**config.mk**
```make
export PLATFORM = sky130hd
export DESIGN_NAME = bin2bcd_seq
export DESIGN_NICKNAME = d
export VERILOG_FILES = /design/src/rtl/bin2bcd_seq.sv
export SDC_FILE = /design/constraint.sdc
export NUM_CORES = 1
export LEC_CHECK = 0
export CORE_ASPECT_RATIO = 0.7
export CORE_MARGIN = 5
export CORE_UTILIZATION = 50
export CTS_CLUSTER_SIZE = 12
export DETAILED_ROUTE_END_ITERATION = 16
export PLACE_DENSITY = 0.75
export SLEW_MARGIN = 20
export SYNTH_ARGS = -nofsm -noshare
export SYNTH_HDL_FRONTEND = slang
export SYNTH_SLANG_ARGS = --single-unit
export TNS_END_PERCENT = 10
```
**constraint.sdc**
```tcl
create_clock -name clk -period 2 [get_ports clk]
set_input_delay 0.4 -clock clk [delete_from_list [all_inputs] [get_ports clk]]
set_output_delay 0.4 -clock clk [all_outputs]
set_load 0.005 [all_outputs]
```
**src/rtl/bin2bcd_seq.sv**
```systemverilog
`timescale 1ns/1ps
// -----------------------------------------------------------------------------
// bin2bcd_seq
//
// Serial double-dabble binary-to-BCD converter for the display path. One input
// bit is consumed per clock, so a WIDTH-bit word takes WIDTH shift cycles plus
// one DONE cycle. Signed inputs are converted as sign + magnitude. Results that
// do not fit in DIGITS decimal digits are flagged and reported modulo
// 10^DIGITS.
//
// Optional feature macro: BIN2BCD_SEQ_BLANK_EN
//   Defined   : blank[] carries a leading-zero blank mask (blank[0] never set,
//               whole mask cleared on overflow).
//   Undefined : blank[] is tied to all zeros and no blank logic is built.
//
// Parameters
//   WIDTH  : input word width, >= 2
//   DIGITS : number of BCD output digits, >= 1
//   SIGNED : 1 = bin is two's complement, 0 = bin is unsigned
//
// Ports
//   clk    in   rising-edge clock
//   rst_n  in   asynchronous active-low reset
//   start  in   conversion request, accepted in IDLE and in the DONE cycle
//   bin    in   input word, sampled only on the accepting edge
//   busy   out  conversion in progress (SHIFT or DONE)
//   done   out  one-cycle pulse, results valid from this cycle on
//   bcd    out  magnitude as BCD, digit 0 in bits [3:0]
//   neg    out  input was negative (always 0 when SIGNED = 0)
//   ovf    out  magnitude >= 10^DIGITS
//   blank  out  per-digit leading-zero blank mask
// -----------------------------------------------------------------------------
module bin2bcd_seq #(
    parameter int WIDTH  = 16,
    parameter int DIGITS = 5,
    parameter int SIGNED = 1
) (
    input  logic                clk,
    input  logic                rst_n,
    input  logic                start,
    input  logic [WIDTH-1:0]    bin,
    output logic                busy,
    output logic                done,
    output logic [DIGITS*4-1:0] bcd,
    output logic                neg,
    output logic                ovf,
    output logic [DIGITS-1:0]   blank
);

    localparam int BW = DIGITS * 4;
    localparam int CW = $clog2(WIDTH);

    localparam logic [1:0] S_IDLE  = 2'd0;
    localparam logic [1:0] S_SHIFT = 2'd1;
    localparam logic [1:0] S_DONE  = 2'd2;

    logic [1:0]       state;
    logic [WIDTH-1:0] sh;          // remaining binary bits, MSB shifts out first
    logic [BW-1:0]    acc;         // BCD accumulator
    logic [CW-1:0]    cnt;         // shift cycles left minus one
    logic             neg_pend;    // sign of the word being converted
    logic             ovf_sticky;  // a carry has left the top digit

    logic             accept;
    logic             bin_neg;
    logic [WIDTH-1:0] mag;
    logic [BW-1:0]    acc_adj;
    logic [BW-1:0]    acc_nxt;
    logic [WIDTH-1:0] sh_nxt;
    logic             ovf_nxt;
    logic             last_shift;

    // Both outputs decode the state register only, so they carry no
    // combinational path from the inputs. DONE always leaves after one cycle,
    // which keeps done a single-cycle pulse.
    assign busy = (state != S_IDLE);
    assign done = (state == S_DONE);

    assign accept     = start && ((state == S_IDLE) || (state == S_DONE));
    assign last_shift = (state == S_SHIFT) && (cnt == '0);

    // Unary minus wraps modulo 2^WIDTH, so the most negative input yields
    // the correct unsigned magnitude 2^(WIDTH-1).
    assign bin_neg = (SIGNED != 0) && bin[WIDTH-1];
    assign mag     = bin_neg ? -bin : bin;

    // One double-dabble step: correct each digit, then shift left by one.
    // The bit leaving the top digit is dropped from the accumulator, which
    // leaves the result modulo 10^DIGITS, and is folded into the sticky.
    always_comb begin
        // NOTE: every always_comb output gets a default before any conditional
        // update; a path that leaves a signal unassigned would infer a latch.
        acc_adj = acc;
        for (int i = 0; i < DIGITS; i++) begin
            if (acc[i*4 +: 4] >= 4'd5) begin
                acc_adj[i*4 +: 4] = acc[i*4 +: 4] + 4'd3;
            end
        end
        acc_nxt = {acc_adj[BW-2:0], sh[WIDTH-1]};
        sh_nxt  = {sh[WIDTH-2:0], 1'b0};
        ovf_nxt = ovf_sticky | acc_adj[BW-1];
    end

    // NOTE: sequential state is updated with non-blocking assignments only, so
    // every register samples the values from before the clock edge.
    always_ff @(posedge clk or negedge rst_n) begin
        if (!rst_n) begin
            state      <= S_IDLE;
            sh         <= '0;
            acc        <= '0;
            cnt        <= '0;
            neg_pend   <= 1'b0;
            ovf_sticky <= 1'b0;
            bcd        <= '0;
            neg        <= 1'b0;
            ovf        <= 1'b0;
        end else begin
            if (accept) begin
                sh         <= mag;
                neg_pend   <= bin_neg;
                acc        <= '0;
                ovf_sticky <= 1'b0;
                cnt        <= CW'(WIDTH - 1);
                state      <= S_SHIFT;
            end else begin
                case (state)
                    S_SHIFT: begin
                        sh         <= sh_nxt;
                        acc        <= acc_nxt;
                        ovf_sticky <= ovf_nxt;
                        cnt        <= cnt - CW'(1);
                        if (cnt == '0) begin
                            // Results are published on the edge into DONE so
                            // they are already visible while done is high.
                            state <= S_DONE;
                            bcd   <= acc_nxt;
                            neg   <= neg_pend;
                            ovf   <= ovf_nxt;
                        end
                    end
                    S_DONE:  state <= S_IDLE;
                    S_IDLE:  state <= S_IDLE;
                    default: state <= S_IDLE;
                endcase
            end
        end
    end

`ifdef BIN2BCD_SEQ_BLANK_EN
    // Reset mask shows a single "0": all digits blanked except digit 0.
    localparam logic [DIGITS-1:0] BLANK_RST = ~DIGITS'(1);

    logic [DIGITS-1:0] blank_nxt;

    // Scan from the top digit down; a digit is blanked while every digit at
    // or above it is zero.
    always_comb begin
        logic zero_above;
        zero_above = 1'b1;
        blank_nxt  = '0;
        for (int i = DIGITS - 1; i >= 0; i--) begin
            zero_above   = zero_above && (acc_nxt[i*4 +: 4] == 4'd0);
            blank_nxt[i] = zero_above;
        end
        blank_nxt[0] = 1'b0;
        if (ovf_nxt) begin
            blank_nxt = '0;
        end
    end

    always_ff @(posedge clk or negedge rst_n) begin
        if (!rst_n) begin
            blank <= BLANK_RST;
        end else if (last_shift) begin
            blank <= blank_nxt;
        end
    end
`else
    assign blank = '0;
`endif

endmodule

```
Word level (Yosys, flattened, before mapping)
Cells that the tools add are included.
{ "word_totals": {"inputBits": 19, "reg_bits": 66, "elab_cells": 50, "output_inout_bits": 29} }
{ "op_classes": {"n_bitwise": 2, "n_reduce_logical": 7, "n_mux": 17, "n_lt_le_gt_ge": 5, "n_eq_ne": 3, "n_addsub": 7} }
{ "ops": {"columns": ["op", "n"], "rows": [
  ["$mux W16", 3],
  ["$mux W20", 2],
  ["$mux W4", 7],
  ["$add A4 B2 Y4 const B", 5],
  ["$ge A4 B3 Y1 const B", 5],
  ["$neg A16 Y16", 1],
  ["$mux W2", 3],
  ["$logic_not A4 Y1", 1],
  ["$reduce_bool A2 Y1", 2],
  ["$sub A4 B1 Y4 const B", 1],
  ["$ne A3 B2 Y1 const B", 1],
  ["$reduce_and A3 Y1", 1],
  ["$eq A2 B1 Y1 const B", 1],
  ["$eq A2 B2 Y1 const B", 1],
  ["$logic_not A2 Y1", 1],
  ["$mux W1", 2],
  ["$logic_and A1 B1 Y1", 1],
  ["$logic_or A1 B1 Y1", 1],
  ["$not A1 Y1", 1],
  ["$or A1 B1 Y1", 1]
]} }

Depth between registers and ports, before layout
{ "depth": {"depth_word": 5, "mapped_depth": 7, "mapped_depth_nobuf": 6} }

Least setup slack after synthesis
No wires, ideal clock.
{ "synth_timing": {"path_type": "register to register", "startpoint": "register cnt[0]", "endpoint": "register bcd[10]", "path_slack_ps": 309, "t_arrival_ps": 1564, "path_buffers": 1, "path_stages_with_launch": 8, "period_less_slack_ps": 1691, "setup_ps": 127, "t_required_ps": 1873, "path_cell_list": "dfrtp_1 -> inv_1 -> ha_1 -> nor3b_4 -> nand2_4 -> clkinv_4 -> buf_6 -> mux2_1"} }
{ "synth_between": {"elab_chain_cells": 2} }
{ "synth_lines": {"columns": ["item", "line", "text"], "rows": [
  ["start: declaration", "60", "logic [CW-1:0] cnt;"],
  ["start signal: assignment", "123", "cnt <= CW'(WIDTH - 1);"],
  ["start signal: assignment", "131", "cnt <= cnt - CW'(1);"],
  ["$logic_not A4 Y1", "132", "if (cnt == '0) begin"],
  ["$reduce_and A3 Y1 (no source line)", null, null],
  ["end signal: assignment", "136", "bcd <= acc_nxt;"],
  ["end: declaration", "44", "output logic [DIGITS*4-1:0] bcd,"]
]} }
No other way between the ends.
A chain may end at the register's enable or synchronous reset.

Worst setup path after layout
{ "layout_timing": {"startpoint": "register state[0]", "endpoint": "output busy"} }
{ "layout_between": {"elab_chain_cells": 1} }
{ "layout_lines": {"columns": ["item", "line", "text"], "rows": [
  ["start: declaration", "57", "logic [1:0] state;"],
  ["start signal: assignment", "108", "state <= S_IDLE;"],
  ["start signal: assignment", "124", "state <= S_SHIFT;"],
  ["start signal: assignment", "135", "state <= S_DONE;"],
  ["$reduce_bool A2 Y1", "76", "assign busy = (state != S_IDLE);"],
  ["end: declaration", "42", "output logic busy,"]
]} }
No other way between the ends.

==> out/qor.csv <==
stage,metric,value,unit
clock_tree,cts-buffers-inserted,9,
worst_setup_path,worstSetupPathType,reg -> out,
worst_setup_path,worst-endpoint-required,1.60,ns
final_layout,antenna_cells_inserted,0,
global_route,largest_net_degree_at_the_start_of_global_routing,22,
die,floorplan.initialDensity,51.5,%
placement,detailed_place_hpwl,5450,um
worst_setup_path,critPathLaunch,state[0],
timing,finalWorstPathRequiredPeriod,1.94,ns
final_layout,finalInstanceArea,0.00430,mm^2
worst_setup_path,worst_reg2reg_startpoint,cnt[0],
timing,totalNegativeSetupSlack,0,ns
timing,final-setup-viol-count,0,
hold_path,min-delay-path-class,reg -> reg,
routing,detailroute.via_count,2643,
logic_synthesis,synthDominantCellAreaShare,47.3,%
run_status,outcome,finished clean,
die,dieArea,0.00879,mm^2
global_route,grt_pass1_vias,2646,
routing,post_drt_wl_per_cell,15.2,um
routing,drt-initial-drc-count,124,
logic_synthesis,yosys_warnings,0,
global_route,global_route.overflow_total,0,
worst_setup_path,critical_path.startpoint_type,flip-flop,
clock_tree,clkTransAtPathRegs,0.07,ns
power_and_ir_drop,p_per_area,1480,mW/mm^2
logic_synthesis,syn_area_per_cell,10.5,um^2
final_layout,regArea,0.00165,mm^2
worst_setup_path,worst-endpoint-arrival,1.54,ns
timing,tightest_slew,0.538,ns
placement,cell_area_after_placement,0.00408,mm^2
timing,timing.final.hold_violations,0,
hold_path,worstHoldStart,bcd[3],
final_layout,synthToLayoutAreaGrowth,23.0,%
routing,route.antenna.remaining_nets,0,
final_layout,fin_nets,423,
flow_run,cap_viol_max_count,0,
clock_tree,cts.path.max_buffers,2,
die,die_ht,79.9,um
timing,maxSlewHeadroom,64.1,%
logic_synthesis,synthTopCellsByArea,"sky130_fd_sc_hd__dfrtp_1 (47%), sky130_fd_sc_hd__ha_1 (4.3%), sky130_fd_sc_hd__o21ai_0 (3.7%)",
final_layout,share_of_post_route_cells_with_drive_strength_above_1,14.4,%
logic_synthesis,yosysUniqueCellTypes,49,
routing,drc,0,
timing,finalClockSkew,0.0101,ns
final_layout,fillers,539,
die,rows,25,
routing,via_density,5.38,
logic_synthesis,post_synth_instance_area,0.00349,mm^2
routing,drt-total-wl,7490,um
power_and_ir_drop,vdd_ir_drop_max,0.000742,V
worst_setup_path,cp_slowest_cell,sky130_fd_sc_hd__clkdlybuf4s50_1,
placement,routabilityCongestion,0.846,
clock_tree,cts_num_sinks,66,
worst_setup_path,worst_setup_path_end_kind,output port,
clock_tree,root_driver,sky130_fd_sc_hd__clkbuf_8,
clock_tree,cts_htree_levels,3,
power_and_ir_drop,p_leak,1.92,nW
logic_synthesis,synthesis.instances,333,
clock_tree,tritoncts,built,
logic_synthesis,ys_ff_latch,66,
final_layout,multi_input_comb_area,0.00168,mm^2
die,die_width,110,um
timing,grt_setup_unrepaired,false,
worst_setup_path,max_stage_delay,0.45,ns
die,ioPinCount,48,
global_route,grt_pass1_wl,12800,um
routing,drt_first_pass_iters,4,
global_route,grtUsageTotal,18.7,%
logic_synthesis,yosys.area.top_type,sky130_fd_sc_hd__dfrtp_1,
worst_setup_path,cp_max_fo,5,
global_route,grt_antenna_before_repair,0,
timing,maxClockFrequency,0.514,GHz
worst_setup_path,series_of_cell_instances_along_the_critical_path,or2_2 -> clkdlybuf4s50_1,
logic_synthesis,sequential_to_total_area_share_from_yosys_stat,47.3,%
die,core_area,0.00679,mm^2
placement,buffer_ports.inserted,42,
timing,slew_viol_final,0,
clock_tree,clkLatencyLatePin,0.35,ns
timing,layout_worst_path_cycle_share,97.2,%
## worst paths after layout
kind                       endpoint  slack (ns)  cells past startpoint
max                            busy        0.06                      2
min                          bcd[3]        0.48                      2
max reg2reg                  bcd[5]        0.25                      6
min reg2reg                  bcd[3]        0.48                      2
max in group asynchronous  state[0]        0.84                      3
min in group asynchronous    bcd[3]        0.51                      2
## cells in the final DEF (no fill, tap or decap), types with 2 or more instances in the layout
cell and n:
sky130_fd_sc_hd__clkbuf_8 11, sky130_fd_sc_hd__nand2b_1 7, sky130_fd_sc_hd__inv_1 15, sky130_fd_sc_hd__nor3_1 12, sky130_fd_sc_hd__buf_4 19, sky130_fd_sc_hd__mux2_1 5, sky130_fd_sc_hd__a22o_2 3, sky130_fd_sc_hd__conb_1 5
sky130_fd_sc_hd__o31ai_1 2, sky130_fd_sc_hd__or3b_2 4, sky130_fd_sc_hd__clkbuf_1 3, sky130_fd_sc_hd__mux2i_1 12, sky130_fd_sc_hd__dfrtp_1 65, sky130_fd_sc_hd__nor3b_1 3, sky130_fd_sc_hd__nand3_1 3, sky130_fd_sc_hd__ha_1 12
sky130_fd_sc_hd__xor2_1 6, sky130_fd_sc_hd__a22oi_1 15, sky130_fd_sc_hd__nand4_1 3, sky130_fd_sc_hd__a21boi_1 2, sky130_fd_sc_hd__nand2_1 25, sky130_fd_sc_hd__clkdlybuf4s50_1 41, sky130_fd_sc_hd__a21o_1 3, sky130_fd_sc_hd__a21oi_1 16
sky130_fd_sc_hd__o21ai_1 4, sky130_fd_sc_hd__a31oi_1 4, sky130_fd_sc_hd__o211ai_1 7, sky130_fd_sc_hd__mux2_2 7, sky130_fd_sc_hd__a22o_1 9, sky130_fd_sc_hd__o21ai_0 26, sky130_fd_sc_hd__nor2_1 4, sky130_fd_sc_hd__nor2b_1 11
sky130_fd_sc_hd__xnor2_1 10
## layout make-up
cell class / count / area share, %
multi-input cells: 236 / 39.0
clock inverters: 2 / 0.815
flip-flops and latches: 66 / 38.4
well taps: 94 / 2.74
clock buffers: 14 / 3.78
inverters: 16 / 1.51
repair buffers: 63 / 13.7
## cell usage after synthesis (all sizes together)
cell / number
dfrtp: 66
o21ai: 30
nand2: 26
a21oi: 16
a22oi: 15
buf: 15
inv: 15
mux2: 13
a22o: 12
ha: 12
mux2i: 12
nor3: 12
nor2b: 11
xnor2: 10
nand2b: 7
o211ai: 7
xor2: 6
nor2: 5
a31oi: 4
clkbuf: 4
nor3b: 4
or3b: 4
a21boi: 3
a21o: 3
nand3: 3
nand4: 3
nor4: 3
o31ai: 2
a32o: 1
and2: 1
and2b: 1
clkinv: 1
conb: 1
nand3b: 1
nand4b: 1
o22ai: 1
or2: 1
or4: 1
## worst max-delay path: cells and delay by family (launching register included)
kind	cells	cell delay, ns
DFF	1	0.43
buffers and inverters	1	0.45
and+or+nand+nor	1	0.31
## kinds of logic after synthesis
logic type / Yosys count / synth area share (%)
buf+inv: 35 / 5.23
xor+xnor: 16 / 4.01
mux: 25 / 7.73
fa+ha+maj: 12 / 4.30
compound gates: 94 / 17.3
other cells: 1 / 0.107
flops: 66 / 47.3
simple gates: 84 / 14.0
## flip-flops by register name, summed over array words and instances, names as in the netlist
register,cells
ovf_sticky,1
neg_pend,1
cnt,4
acc,20
neg,1
state,2
bcd,20
ovf,1
sh,16
## what timing repair did
| action | in CTS | in global routing |
|---|---|---|
| endpoints found under the hold margin | 17 | 0 |
| hold buffers | 1 | 0 |
| endpoints found under the setup margin | 0 | 1 |
| resized for setup | 0 | 1 |
| setup buffers | 0 | 1 |
## per-layer routing
| metal | vias to the layer above | share of wire (%) | global-route usage [%] |
|---|---|---|---|
| li1 | 1303 | - | - |
| met1 | 1278 | 50 | 26.3 |
| met2 | 55 | 44 | 27.7 |
| met3 | 7 | 5.1 | 6.22 |
| met4 | 0 | 0.64 | 4.86 |
| met5 | - | 0 | 0 |
## where the power goes
| part | switching [mW] | total [mW] | internal, mW |
|---|---|---|---|
| Clock | 0.489 | 1.13 | 0.644 |
| Sequential | 0.456 | 2.41 | 1.95 |
| Combinational | 1.35 | 2.84 | 1.49 |
| Total | 2.29 | 6.38 | 4.09 |
## stage by stage
step,setup slack (ns),util [%],hold WS [ns],cells,power [mW]
floorplan,0.309,-,0.104,337,4.17
global placement,0.0395,60.1,0.360,473,5.13
detailed placement,0.00113,60.1,0.364,473,5.25
CTS,0.0215,63.2,0.486,490,6.41
global route,0.0100,63.3,0.515,491,6.88
finish,0.0556,63.3,0.478,491,6.38
Power figures use the tool's default switching activity.
